File: src/rtl/lcd_refresh_ctrl.sv
// HD44780 16x2 refresh sequencer: power-up wait, four init commands, then endless two-line refresh.
// Optional macro LCD_UPDATE_GATE_EN: idle after each frame until an `update` request arrives.
module lcd_refresh_ctrl #(
  parameter int PWRUP_CYC = 1000000,
  parameter int STEP_CYC  = 50,
  parameter int EXEC_CYC  = 2500,
  parameter int CLEAR_CYC = 100000
) (
  input  logic       clk,
  input  logic       rst,
  input  logic [7:0] char,
  input  logic       update,
  output logic [4:0] index,
  output logic       lcd_e,
  output logic       lcd_rs,
  output logic       lcd_rw,
  output logic [7:0] lcd_data,
  output logic       init_done,
  output logic       frame_done
);

  typedef enum logic [2:0] {ST_PWRUP, ST_INIT, ST_LADDR, ST_FETCH, ST_CWRITE, ST_IDLE} state_t;
  typedef enum logic [1:0] {PH_A, PH_B, PH_C, PH_X} phase_t;

  localparam logic [31:0] PW_LAST   = 32'(PWRUP_CYC - 1);
  localparam logic [31:0] STEP_LAST = 32'(STEP_CYC - 1);
  localparam logic [31:0] EXEC_LAST = 32'(EXEC_CYC - 1);
  localparam logic [31:0] CLR_LAST  = 32'(CLEAR_CYC - 1);

  state_t      state_q, state_d;
  phase_t      phase_q, phase_d;
  logic [31:0] cnt_q, cnt_d;
  logic [1:0]  step_q, step_d;
  logic [4:0]  index_q, index_d;
  logic        rs_q, rs_d;
  logic [7:0]  data_q, data_d;
  logic        init_done_q, init_done_d;
  logic        frame_done_q, frame_done_d;
  logic [31:0] ph_last;
  logic        in_write, ph_end, wr_done;

  function automatic logic [7:0] init_cmd(input logic [1:0] s);
    case (s)
      2'd0:    init_cmd = 8'h38;
      2'd1:    init_cmd = 8'h0C;
      2'd2:    init_cmd = 8'h06;
      default: init_cmd = 8'h01;
    endcase
  endfunction

`ifdef LCD_UPDATE_GATE_EN
  logic pend_q, pend_d, req;
  always_ff @(posedge clk or negedge rst) begin
    if (!rst) pend_q <= 1'b0;
    else      pend_q <= pend_d;
  end
`else
  logic unused_update;
  assign unused_update = update;
`endif

  always_ff @(posedge clk or negedge rst) begin
    if (!rst) begin
      state_q      <= ST_PWRUP;
      phase_q      <= PH_A;
      cnt_q        <= '0;
      step_q       <= '0;
      index_q      <= '0;
      rs_q         <= 1'b0;
      data_q       <= 8'h00;
      init_done_q  <= 1'b0;
      frame_done_q <= 1'b0;
    end else begin
      state_q      <= state_d;
      phase_q      <= phase_d;
      cnt_q        <= cnt_d;
      step_q       <= step_d;
      index_q      <= index_d;
      rs_q         <= rs_d;
      data_q       <= data_d;
      init_done_q  <= init_done_d;
      frame_done_q <= frame_done_d;
    end
  end

  always_comb begin
    state_d      = state_q;
    phase_d      = phase_q;
    cnt_d        = cnt_q + 32'd1;
    step_d       = step_q;
    index_d      = index_q;
    rs_d         = rs_q;
    data_d       = data_q;
    init_done_d  = init_done_q;
    frame_done_d = 1'b0;
`ifdef LCD_UPDATE_GATE_EN
    req    = pend_q | (update & init_done_q);
    pend_d = req;
`endif
    in_write = (state_q == ST_INIT) || (state_q == ST_LADDR) || (state_q == ST_CWRITE);
    if (phase_q == PH_X) ph_last = (state_q == ST_INIT && step_q == 2'd3) ? CLR_LAST : EXEC_LAST;
    else                 ph_last = STEP_LAST;
    ph_end  = in_write && (cnt_q == ph_last);
    wr_done = ph_end && (phase_q == PH_X);

    // Phase sequencing shared by every write; wrapping X->A leaves the next write ready to start.
    if (ph_end) begin
      cnt_d = '0;
      case (phase_q)
        PH_A:    phase_d = PH_B;
        PH_B:    phase_d = PH_C;
        PH_C:    phase_d = PH_X;
        default: phase_d = PH_A;
      endcase
    end

    case (state_q)
      ST_PWRUP: if (cnt_q == PW_LAST) begin
        state_d = ST_INIT;
        phase_d = PH_A;
        cnt_d   = '0;
        step_d  = 2'd0;
        rs_d    = 1'b0;
        data_d  = init_cmd(2'd0);
      end
      ST_INIT: if (wr_done) begin
        if (step_q == 2'd3) begin
          init_done_d = 1'b1;
          state_d     = ST_LADDR;
          data_d      = 8'h80;
        end else begin
          step_d = step_q + 2'd1;
          data_d = init_cmd(step_q + 2'd1);
        end
      end
      ST_LADDR: if (wr_done) state_d = ST_FETCH;
      // The string generator needs one clk after index moves; sample on the second FETCH edge.
      ST_FETCH: if (cnt_q == 32'd1) begin
        state_d = ST_CWRITE;
        cnt_d   = '0;
        rs_d    = 1'b1;
        data_d  = char;
      end
      ST_CWRITE: if (wr_done) begin
        if (index_q == 5'd15) begin
          index_d = 5'd16;
          state_d = ST_LADDR;
          rs_d    = 1'b0;
          data_d  = 8'hC0;
        end else if (index_q == 5'd31) begin
          index_d      = 5'd0;
          frame_done_d = 1'b1;
`ifdef LCD_UPDATE_GATE_EN
          if (req) begin
            pend_d  = 1'b0;
            state_d = ST_LADDR;
            rs_d    = 1'b0;
            data_d  = 8'h80;
          end else begin
            state_d = ST_IDLE;
          end
`else
          state_d = ST_LADDR;
          rs_d    = 1'b0;
          data_d  = 8'h80;
`endif
        end else begin
          index_d = index_q + 5'd1;
          state_d = ST_FETCH;
        end
      end
      ST_IDLE: begin
        cnt_d = '0;
`ifdef LCD_UPDATE_GATE_EN
        if (req) begin
          pend_d  = 1'b0;
          state_d = ST_LADDR;
          rs_d    = 1'b0;
          data_d  = 8'h80;
        end
`endif
      end
      default: state_d = ST_PWRUP;
    endcase
  end

  assign index      = index_q;
  assign lcd_e      = (phase_q == PH_B);
  assign lcd_rs     = rs_q;
  assign lcd_rw     = 1'b0;
  assign lcd_data   = data_q;
  assign init_done  = init_done_q;
  assign frame_done = frame_done_q;

endmodule

File: config.mk
export PLATFORM = sky130hd
export DESIGN_NAME = lcd_refresh_ctrl
export DESIGN_NICKNAME = d
export VERILOG_FILES = /design/src/rtl/lcd_refresh_ctrl.sv
export SDC_FILE = /design/constraint.sdc
export NUM_CORES = 1
export LEC_CHECK = 0
export ABC_AREA = 1
export CAP_MARGIN = 30
export CORE_AREA = 2 2 87 89
export DETAILED_ROUTE_END_ITERATION = 7
export DIE_AREA = 0 0 89 91
export HOLD_SLACK_MARGIN = 0.12
export PLACE_DENSITY = 0.71
export SLEW_MARGIN = 20
export SYNTH_ARGS = -nofsm -noshare
export SYNTH_HDL_FRONTEND = slang
export SYNTH_SLANG_ARGS = --single-unit
File: constraint.sdc
create_clock -name clk -period 2.75 [get_ports clk]
set_input_delay 0.55 -clock clk [delete_from_list [all_inputs] [get_ports clk]]
set_output_delay 0.55 -clock clk [all_outputs]
set_load 0.02 [all_outputs]
==> results.py, run 1 <==
metrics = {
    "floorplanning": {
        "io_pins": 29,
        "start_util": 0.512,
        "core_sq_um": 7140,
        "num_rows": 31,
        "die_w_microns": 89,
        "die_y_microns": 91,
        "die_area_sq_um": 8100,
    },
    "yosys": {
        "synth_common_cells": "nand2_1, nor2_1, dfrtp_1, inv_1",
        "syn_avg_cell_area_sq_um": 7.36,
        "seq_area_frac_synth": 0.377,
        "synth_top_area_frac": 0.377,
        "synth_cell_types": 38,
        "synth_top_area_cell": "dfrtp_1",
        "synth_cells": 496,
        "yosys.cell_count.top_type": "nand2_1",
        "synth_area_leaders": "dfrtp_1, nand2_1, nor2_1, inv_1, ha_1",
        "syn_nets": 522,
        "synth_seq_cells": 55,
        "yosysWarnings": 0,
        "synth_edf_count": 0,
        "ys.flop_type": "dfrtp_1",
        "synth-async-reset-ratio": 1.00,
        "syn-cell-area_sq_um": 3650,
    },
    "power": {
        "ir_worst_vdd_uv": 191,
        "power_frac_comb": 0.023,
        "power_density_nw_per_um2": 339,
        "switchingPower_uw": 286,
        "intPower_uw": 1120,
        "power_uw": 1400,
        "power.share.clock": 0.401,
        "seq_power_share": 0.576,
        "power_switching_share": 0.204,
        "leakagePower_uw": 0.00190,
    },
    "timing": {
        "fin_skew_ns": 0.00886,
        "tns_ns": 0,
        "period_minus_slack_ns": 2.36,
        "period_share": 0.857,
        "rsz0062_at_grt": "false",
        "finalSetupViolations": 0,
        "fin_hold_ws_ns": 0.259,
        "slew_violations": 0,
        "slew-limit-headroom": 0.565,
        "worst_pin_slew_ns": 0.653,
        "max_freq_mhz": 424,
        "hold_viol": 0,
    },
    "clocking": {
        "cts-root-buf": "clkbuf_8",
        "clockBufferDepth": 2,
        "clk_latency_ns": 0.31,
        "clock-sinks": 55,
        "postCtsSetupBuffers": 0,
        "numCtsBuffers": 5,
        "clk_pin_slew_ns": 0.10,
        "cts_resized": 0,
        "cts_tree": "done",
        "htree_num_levels": 2,
        "cts_hold_buf": 0,
    },
    "worst_setup_path": {
        "critPathLaunchType": "flip-flop",
        "path_buf_inv": 1,
        "worst-path-stages": 13,
        "cp_slowest_stage_delay_ns": 0.43,
        "cp_data_required_time_ns": 2.95,
        "crit_family": "simple AND/OR/NAND/NOR gates",
        "cp-end-kind": "flip-flop",
        "arrival_ns": 2.55,
        "path_max_fanout": 15,
        "cp_cell_sequence": "ha_2, inv_1, nand3_1, nand2_1, nand2_1, nor2_2, nand3_2, nor3_4, nand2_2, nand2_1, nand2_2, nand2_1, o21ai_2",
        "critical_path_class": "reg -> reg",
        "cp_slowest_cell": "dfrtp_1",
        "reg2reg_depth": 13,
        "cpMostUsedCell": "nand2_1",
    },
    "place": {
        "dp_cells": 615,
        "hpwlAfterDp_microns": 6320,
        "io_buffers": 26,
        "place_congestion": 0.980,
    },
    "routing": {
        "detail_route.first_pass.iterations": 4,
        "post_drt_via_cell_ratio": 5.22,
        "drtAntennaViolNets": 0,
        "routed_wl_microns": 8240,
        "drt_iter0_drc": 203,
        "vias": 3252,
        "route.detailed.drc": 0,
        "routedWlPerCell_microns": 13.2,
    },
    "cells_and_area": {
        "n_antenna_cell": 0,
        "layoutNonFillerInstCount": 623,
        "drive_above_1_share": 0.0840,
        "syn_to_final_growth_pct": 13.4,
        "fin_util": 0.580,
        "num-nets-final": 549,
    },
    "grt": {
        "grt_antenna_before_repair": 0,
        "grt_pass1_vias": 3093,
        "grt_first_pass_wirelength_microns": 14200,
        "grt-ovfl-total": 0,
        "grt_usage": 0.217,
        "grt_max_degree": 33,
    },
    "run": {
        "cap_viol_max_count": 0,
    },
    "hold_path": {
        "min_path_type": "in -> async",
    },
    "outcome": {
        "status": "finished, final reports clean",
    },
}
-- flip-flops by register name, summed over array words and instances (netlist names) --
signal / cells
cnt_q: 32
lcd_data: 8
index: 5
state_q: 3
phase_q: 2
step_q: 2
frame_done: 1
init_done: 1
lcd_rs: 1
-- metal layers --
layer  global-route usage  wire length, microns  vias to the layer above
li1                     -                     -                     1653
met1                0.294                  3830                     1513
met2                0.363                  3930                       74
met3               0.0291                   346                       12
met4               0.0597                   132                        0
met5                    0                     0                        -
-- power by group through the flow --
| stage | sequential (uW) | combinational, uW | clock (uW) |
|---|---|---|---|
| global placement | 824 | 33.4 | 0 |
| floorplan | 824 | 2.31 | 0 |
| detailed placement | 824 | 34.0 | 0 |
| CTS | 808 | 34.1 | 579 |
| global route | 808 | 36.8 | 613 |
| finish | 808 | 32.0 | 562 |
-- worst paths after layout --
kind	from	endpoint	slack (ns)
hold reg to reg	lcd_data[6]$_DFFE_PN0P_	lcd_data[6]$_DFFE_PN0P_	0.48
setup / recovery	phase_q[0]$_DFF_PN0_	lcd_data[3]$_DFFE_PN0P_	0.39
min in group clk	lcd_data[6]$_DFFE_PN0P_	lcd_data[6]$_DFFE_PN0P_	0.48
max in group asynchronous	rst	cnt_q[15]$_DFF_PN0_	1.92
setup reg to reg	phase_q[0]$_DFF_PN0_	lcd_data[3]$_DFFE_PN0P_	0.39
hold / removal	rst	lcd_data[4]$_DFFE_PN0P_	0.26
-- layout make-up --
cell class | instances | area, sq um
fill | 723 | 3000
multi-input combinational | 375 | 2000
sequential | 55 | 1380
timing repair buffer | 30 | 310
inverter | 56 | 210
tap | 99 | 124
clock buffer | 6 | 82.6
clock inverter | 2 | 35.0
-- per-stage QoR --
step                      setup WS (ns)  area [sq um]
final                             0.393          4140
after global routing              0.183          4140
after CTS                         0.221          4140
after detailed placement          0.252          4020
after global placement            0.298          4020
after floorplan                   0.654          3650
-- cells in the final DEF, fill, tap and decap left out, types with 4 or more instances in the layout --
| master | count |
|---|---|
| nor2_2 | 4 |
| inv_1 | 55 |
| nand2_2 | 5 |
| nor2_1 | 90 |
| nor3b_1 | 5 |
| clkbuf_8 | 6 |
| clkdlybuf4s50_1 | 25 |
| o21ai_2 | 8 |
| nor3_1 | 23 |
| ha_1 | 14 |
| xor2_1 | 13 |
| a21oi_1 | 9 |
| o21ai_0 | 17 |
| nand2_1 | 109 |
| dfrtp_1 | 55 |
| xnor2_1 | 9 |
| nand4_1 | 18 |
| nand3_1 | 23 |
-- kinds of logic (layout without fill, tap and decap cells) --
logic type | Yosys count | in the layout | synth area share
and+or+nand+nor | 295 | 295 | 0.370
buffers and inverters | 66 | 94 | 0.0754
DFF | 55 | 55 | 0.377
AOI/OAI and AO/OA | 42 | 42 | 0.0727
xor gates and xnor gates | 22 | 22 | 0.0528
adders and majority gates | 15 | 15 | 0.0514
other | 1 | 1 | 0.00103
Note: power is estimated with default switching activity, not from simulation.
==> run 2: changes to the inputs <==
- CAP_MARGIN: 30 -> 20
- CORE_AREA: 2 2 87 89 -> 2 2 82 84
- DIE_AREA: 0 0 89 91 -> 0 0 84 86
- PLACE_DENSITY: 0.71 -> 0.79
==> run 2 against run 1 <==
  * Largest cell class unchanged
  * Non-clock buffer count is 1 lower
  * Final cell count shrank 3.7%
  * Combinational power is 3% higher
  * Critical endpoint is now lcd_data[0]$_DFFE_PN0P_
==> results.py, run 2 (synthesis results as in run 1) <==
metrics = {
    "power": {
        "leakagePower_uw": 0.00189,
        "power_density_nw_per_um2": 344,
        "ir_worst_vdd_uv": 301,
    },
    "clocking": {
        "postCtsSetupBuffers": 0,
        "clk_pin_slew_ns": 0.11,
        "cts_tree": "done",
        "htree_num_levels": 2,
        "clock-sinks": 55,
        "cts-root-buf": "clkbuf_8",
        "numCtsBuffers": 5,
        "clk_latency_ns": 0.33,
        "clockBufferDepth": 2,
    },
    "grt": {
        "grt_first_pass_wirelength_microns": 14300,
        "grt_antenna_before_repair": 0,
        "grt_pass1_vias": 3166,
        "grt_usage": 0.244,
        "grt-ovfl-total": 0,
        "grt_max_degree": 33,
    },
    "timing": {
        "period_minus_slack_ns": 2.33,
        "fin_hold_ws_ns": 0.237,
        "fin_skew_ns": 0.0104,
        "finalSetupViolations": 0,
        "hold_viol": 0,
        "slew-limit-headroom": 0.556,
        "worst_pin_slew_ns": 0.666,
        "slew_violations": 0,
        "rsz0062_at_grt": "false",
        "tns_ns": 0,
        "max_freq_mhz": 429,
        "period_share": 0.848,
    },
    "worst_setup_path": {
        "cp-end-kind": "flip-flop",
        "path_max_fanout": 15,
        "cp_data_required_time_ns": 2.97,
        "arrival_ns": 2.55,
        "critical_path_class": "reg -> reg",
        "critPathLaunchType": "flip-flop",
    },
    "routing": {
        "post_drt_via_cell_ratio": 5.50,
        "routed_wl_microns": 8280,
        "drtAntennaViolNets": 0,
        "detail_route.first_pass.iterations": 5,
        "route.detailed.drc": 0,
        "drt_iter0_drc": 188,
        "vias": 3302,
        "routedWlPerCell_microns": 13.8,
    },
    "cells_and_area": {
        "final_cell_mix": "nand2_1, nor2_1, inv_1, dfrtp_1, clkdlybuf4s50_1",
        "final_common_cell": "nand2_1",
        "drive_above_1_share": 0.0822,
        "fin_util": 0.654,
        "num-nets-final": 548,
        "top_register": "cnt_q",
        "largest_register_ffs": 32,
        "n_antenna_cell": 0,
        "syn_to_final_growth_pct": 12.4,
    },
    "floorplanning": {
        "start_util": 0.582,
        "die_area_sq_um": 7220,
        "io_pins": 29,
        "die_y_microns": 86,
        "die_w_microns": 84,
        "num_rows": 29,
        "core_sq_um": 6280,
    },
    "outcome": {
        "status": "finished, final reports clean",
    },
    "run": {
        "cap_viol_max_count": 0,
    },
    "place": {
        "hpwlAfterDp_microns": 6270,
        "place_congestion": 0.968,
        "io_buffers": 26,
    },
    "hold_path": {
        "min_path_type": "in -> async",
    },
}
-- run 2: changes by cell type in the layout (fill, tap and decap cells not counted) --
cell and change:
buf_4 -1, clkbuf_8 -1, clkinv_2 -1, clkinv_4 +1, inv_6 +1
-- run 2: final cells by class --
class / count / area [sq um]
Timing Repair Buffer: 29 / 303
Clock buffer: 5 / 68.8
Inverter: 56 / 210
Fill cell: 557 / 2170
Clock inverter: 3 / 47.5
Sequential cell: 55 / 1380
Tap cell: 77 / 96.3
Multi-Input combinational cell: 375 / 2000
-- run 2: path summary, 6_finish.rpt --
| path | start | endpoint | slack [ns] | cells past startpoint |
|---|---|---|---|---|
| min in group clk | lcd_rs$_DFFE_PN0P_ | lcd_rs$_DFFE_PN0P_ | 0.48 | 2 |
| max in group asynchronous | rst | cnt_q[12]$_DFF_PN0_ | 1.92 | 2 |
| setup / recovery | step_q[0]$_DFFE_PN0P_ | lcd_data[0]$_DFFE_PN0P_ | 0.42 | 12 |
| setup reg to reg | step_q[0]$_DFFE_PN0P_ | lcd_data[0]$_DFFE_PN0P_ | 0.42 | 12 |
| hold / removal | rst | lcd_data[4]$_DFFE_PN0P_ | 0.24 | 1 |
| hold reg to reg | lcd_rs$_DFFE_PN0P_ | lcd_rs$_DFFE_PN0P_ | 0.48 | 2 |
-- run 2: worst max-delay path, stage by stage, from the launching register on --
cell     delay [ns]
dfrtp_1        0.47
ha_1           0.34
inv_1          0.07
nor2_1         0.22
nand3_1        0.10
nand2_1        0.07
nand2_1        0.10
nor3_4         0.22
nand2_2        0.12
nand2_1        0.12
nand2_2        0.21
nand2_1        0.14
o21ai_2        0.06
-- run 2: stage by stage --
stage / total power (uW) / instances / instance area, sq um / setup WS [ns]
after floorplan: 827 / 496 / 3650 / 0.654
after global placement: 857 / 592 / 3990 / 0.324
after detailed placement: 858 / 592 / 3990 / 0.288
after CTS: 1420 / 600 / 4100 / 0.261
after global routing: 1450 / 600 / 4100 / 0.163
final: 1410 / 600 / 4100 / 0.418
-- run 2: what timing repair did --
item,CTS,global route
endpoints found under the hold margin,0,0
endpoints found under the setup margin,0,7
resized for setup,0,1
hold buffers,0,0
-- run 2: where the power goes --
group          switching, uW  internal [uW]
Clock                    295            277
Sequential                 0            808
Combinational           19.7           13.2
Total                    315           1100
-- run 2: routing by layer --
| layer | share of wire | vias to the layer above | wire [microns] | GRT usage |
|---|---|---|---|---|
| li1 | - | 1649 | - | - |
| met1 | 0.45 | 1529 | 3690 | 0.315 |
| met2 | 0.48 | 100 | 4000 | 0.418 |
| met3 | 0.044 | 24 | 367 | 0.0346 |
| met4 | 0.027 | 0 | 222 | 0.0953 |
| met5 | 0 | - | 0 | 0 |
==> run 3: changes to the inputs <==
- clock period: 2.75 -> 2.2 ns (I/O delays scaled with it)
==> run 3 against run 2 <==
  * Die area unchanged
  * Fmax increased by 13%
  * Register-to-register slack got worse by 0.28 ns
  * Design area increased by 9.6%
  * Utilization increased by 6.3 points
  * Clock power increased by 3%
  * Via count increased by 5.1%
  * Highest routed layer unchanged
  * Worst hold slack got worse by 0.019 ns
  * Combinational power increased by 12%
  * Non-clock buffer count increased by 46
  * Sequential share of layout area decreased by 2.8 points
  * Global-route usage increased by 1.9 points
==> results.py, run 3 (synthesis results as in run 1) <==
metrics = {
    "outcome": {
        "status": "finished, final reports clean",
    },
    "routing": {
        "drt_iter0_drc": 197,
        "route.detailed.drc": 0,
        "detail_route.first_pass.iterations": 4,
        "routed_wl_microns": 9050,
        "vias": 3472,
        "routedWlPerCell_microns": 14.0,
        "post_drt_via_cell_ratio": 5.37,
        "drtAntennaViolNets": 0,
    },
    "timing": {
        "fin_skew_ns": 0.0132,
        "slew-limit-headroom": 0.542,
        "period_share": 0.939,
        "worst_pin_slew_ns": 0.687,
        "period_minus_slack_ns": 2.07,
        "finalSetupViolations": 0,
        "max_freq_mhz": 484,
        "hold_viol": 0,
        "slew_violations": 0,
    },
    "place": {
        "dp_cells": 627,
        "place_congestion": 0.938,
        "hpwlAfterDp_microns": 6810,
        "io_buffers": 26,
    },
    "cells_and_area": {
        "layoutNonFillerInstCount": 647,
        "final_common_cell": "nand2_1",
        "drive_above_1_share": 0.189,
        "ff_latch_area_sq_um": 1380,
        "syn_to_final_growth_pct": 23.2,
        "num-nets-final": 595,
        "final_cell_mix": "nand2_1, nor2_1, inv_1, dfrtp_1, buf_4",
        "largest_register_ffs": 32,
        "fill_cells": 525,
        "multi_input_area_sq_um": 2080,
        "top_register": "cnt_q",
        "n_antenna_cell": 0,
    },
    "grt": {
        "grt_first_pass_wirelength_microns": 15300,
        "grt_usage": 0.263,
        "grt_max_degree": 56,
        "grt_antenna_before_repair": 0,
        "grt-ovfl-total": 0,
        "grt_pass1_vias": 3398,
    },
    "worst_setup_path": {
        "path_max_fanout": 6,
        "cp_slowest_stage_delay_ns": 0.44,
        "path_buf_inv": 2,
        "cp_slowest_cell": "dfrtp_1",
        "cp-end-kind": "flip-flop",
        "reg2reg_depth": 14,
        "critical_path_class": "reg -> reg",
        "rrSetupSlack_ns": 0.13,
        "crit_start": "phase_q[1]$_DFF_PN0_",
        "r2r-start": "phase_q[1]$_DFF_PN0_",
        "r2r_end": "state_q[2]$_DFFE_PN0P_",
        "cp_data_required_time_ns": 2.41,
        "critPathLaunchType": "flip-flop",
        "cpMostUsedCell": "nand2_1",
        "crit_family": "simple AND/OR/NAND/NOR gates",
        "cp_cell_sequence": "ha_4, inv_1, nand3_1, nand2_1, nand2_1, nor2_2, nand3_2, nor3_4, nand2_2, buf_4, nand2_1, nand2_2, nand2_1, o21ai_0",
        "arrival_ns": 2.28,
    },
    "floorplanning": {
        "num_rows": 29,
        "start_util": 0.582,
        "core_sq_um": 6280,
        "io_pins": 29,
        "die_w_microns": 84,
        "die_area_sq_um": 7220,
        "die_y_microns": 86,
    },
    "clocking": {
        "clock-sinks": 55,
        "clk_latency_ns": 0.32,
        "numCtsBuffers": 5,
        "clockBufferDepth": 2,
        "cts_hold_buf": 0,
        "htree_num_levels": 2,
        "cts_tree": "done",
        "cts-root-buf": "clkbuf_8",
        "clk_pin_slew_ns": 0.11,
    },
    "power": {
        "power_uw": 1630,
        "power_density_nw_per_um2": 363,
        "leakagePower_uw": 0.00210,
        "ir_worst_vdd_uv": 279,
    },
    "run": {
        "cap_viol_max_count": 0,
    },
    "hold_path": {
        "min_path_type": "in -> async",
    },
}
run 3: per-layer routing:
metal	routed length (microns)	vias up	track usage
met5	0	-	0
met4	223	0	0.0938
met3	398	23	0.0375
met2	4490	101	0.468
met1	3940	1594	0.327
li1	-	1754	-
run 3: repair_timing:
item,4_1_cts,5_1_grt
cloned,0,1
gates resized for setup,2,24
setup endpoints to repair,10,48
pin swaps,0,6
buffers inserted,0,11
run 3: cell type report:
type / instances / share of cell area
Clock buffer: 5 / 0.0153
Clock inverter: 3 / 0.00556
Inverter: 56 / 0.0467
Multi-Input combinational cell: 376 / 0.463
Sequential cell: 55 / 0.307
Tap cell: 77 / 0.0214
Timing Repair Buffer: 75 / 0.141
run 3: worst max path at each step:
| stage | end | slack (ns) | cells past startpoint |
|---|---|---|---|
| 6_report | state_q[2]$_DFFE_PN0P_ | 0.13 | 14 |
| 5_1_grt | index[1]$_DFFE_PN0P_ | -0.02 | 11 |
| 4_1_cts | lcd_data[7]$_DFFE_PN0P_ | 0.02 | 12 |
| 3_5_place_dp | lcd_data[7]$_DFFE_PN0P_ | -0.05 | 12 |
| 3_3_place_gp | lcd_data[1]$_DFFE_PN0P_ | 0.06 | 12 |
| 2_1_floorplan | lcd_data[7]$_DFFE_PN0P_ | 0.10 | 13 |
run 3: worst register-to-register path, stage by stage (launching register included):
cell and delay, ns:
dfrtp_1 0.44, ha_4 0.21, inv_1 0.09, nand3_1 0.07, nand2_1 0.09, nand2_1 0.08, nor2_2 0.13, nand3_2 0.11
nor3_4 0.16, nand2_2 0.07, buf_4 0.16, nand2_1 0.10, nand2_2 0.10, nand2_1 0.08, o21ai_0 0.07
run 3: power by group:
part	internal (uW)	total (uW)	switching [uW]
clock network	229	588	359
logic	14.1	36.8	22.7
registers	1010	1010	0
run 3: per-stage QoR:
stage	setup TNS [ns]	setup slack [ns]	utilization	hold WS (ns)	cell area [sq um]
detailed placement	-0.137	-0.0471	0.675	0.466	4240
floorplan	0	0.104	-	0.144	3650
global placement	0	0.0641	0.675	0.455	4240
global route	-0.0720	-0.0190	0.717	0.299	4500
finish	0	0.133	0.717	0.218	4500
CTS	0	0.0191	0.691	0.260	4340
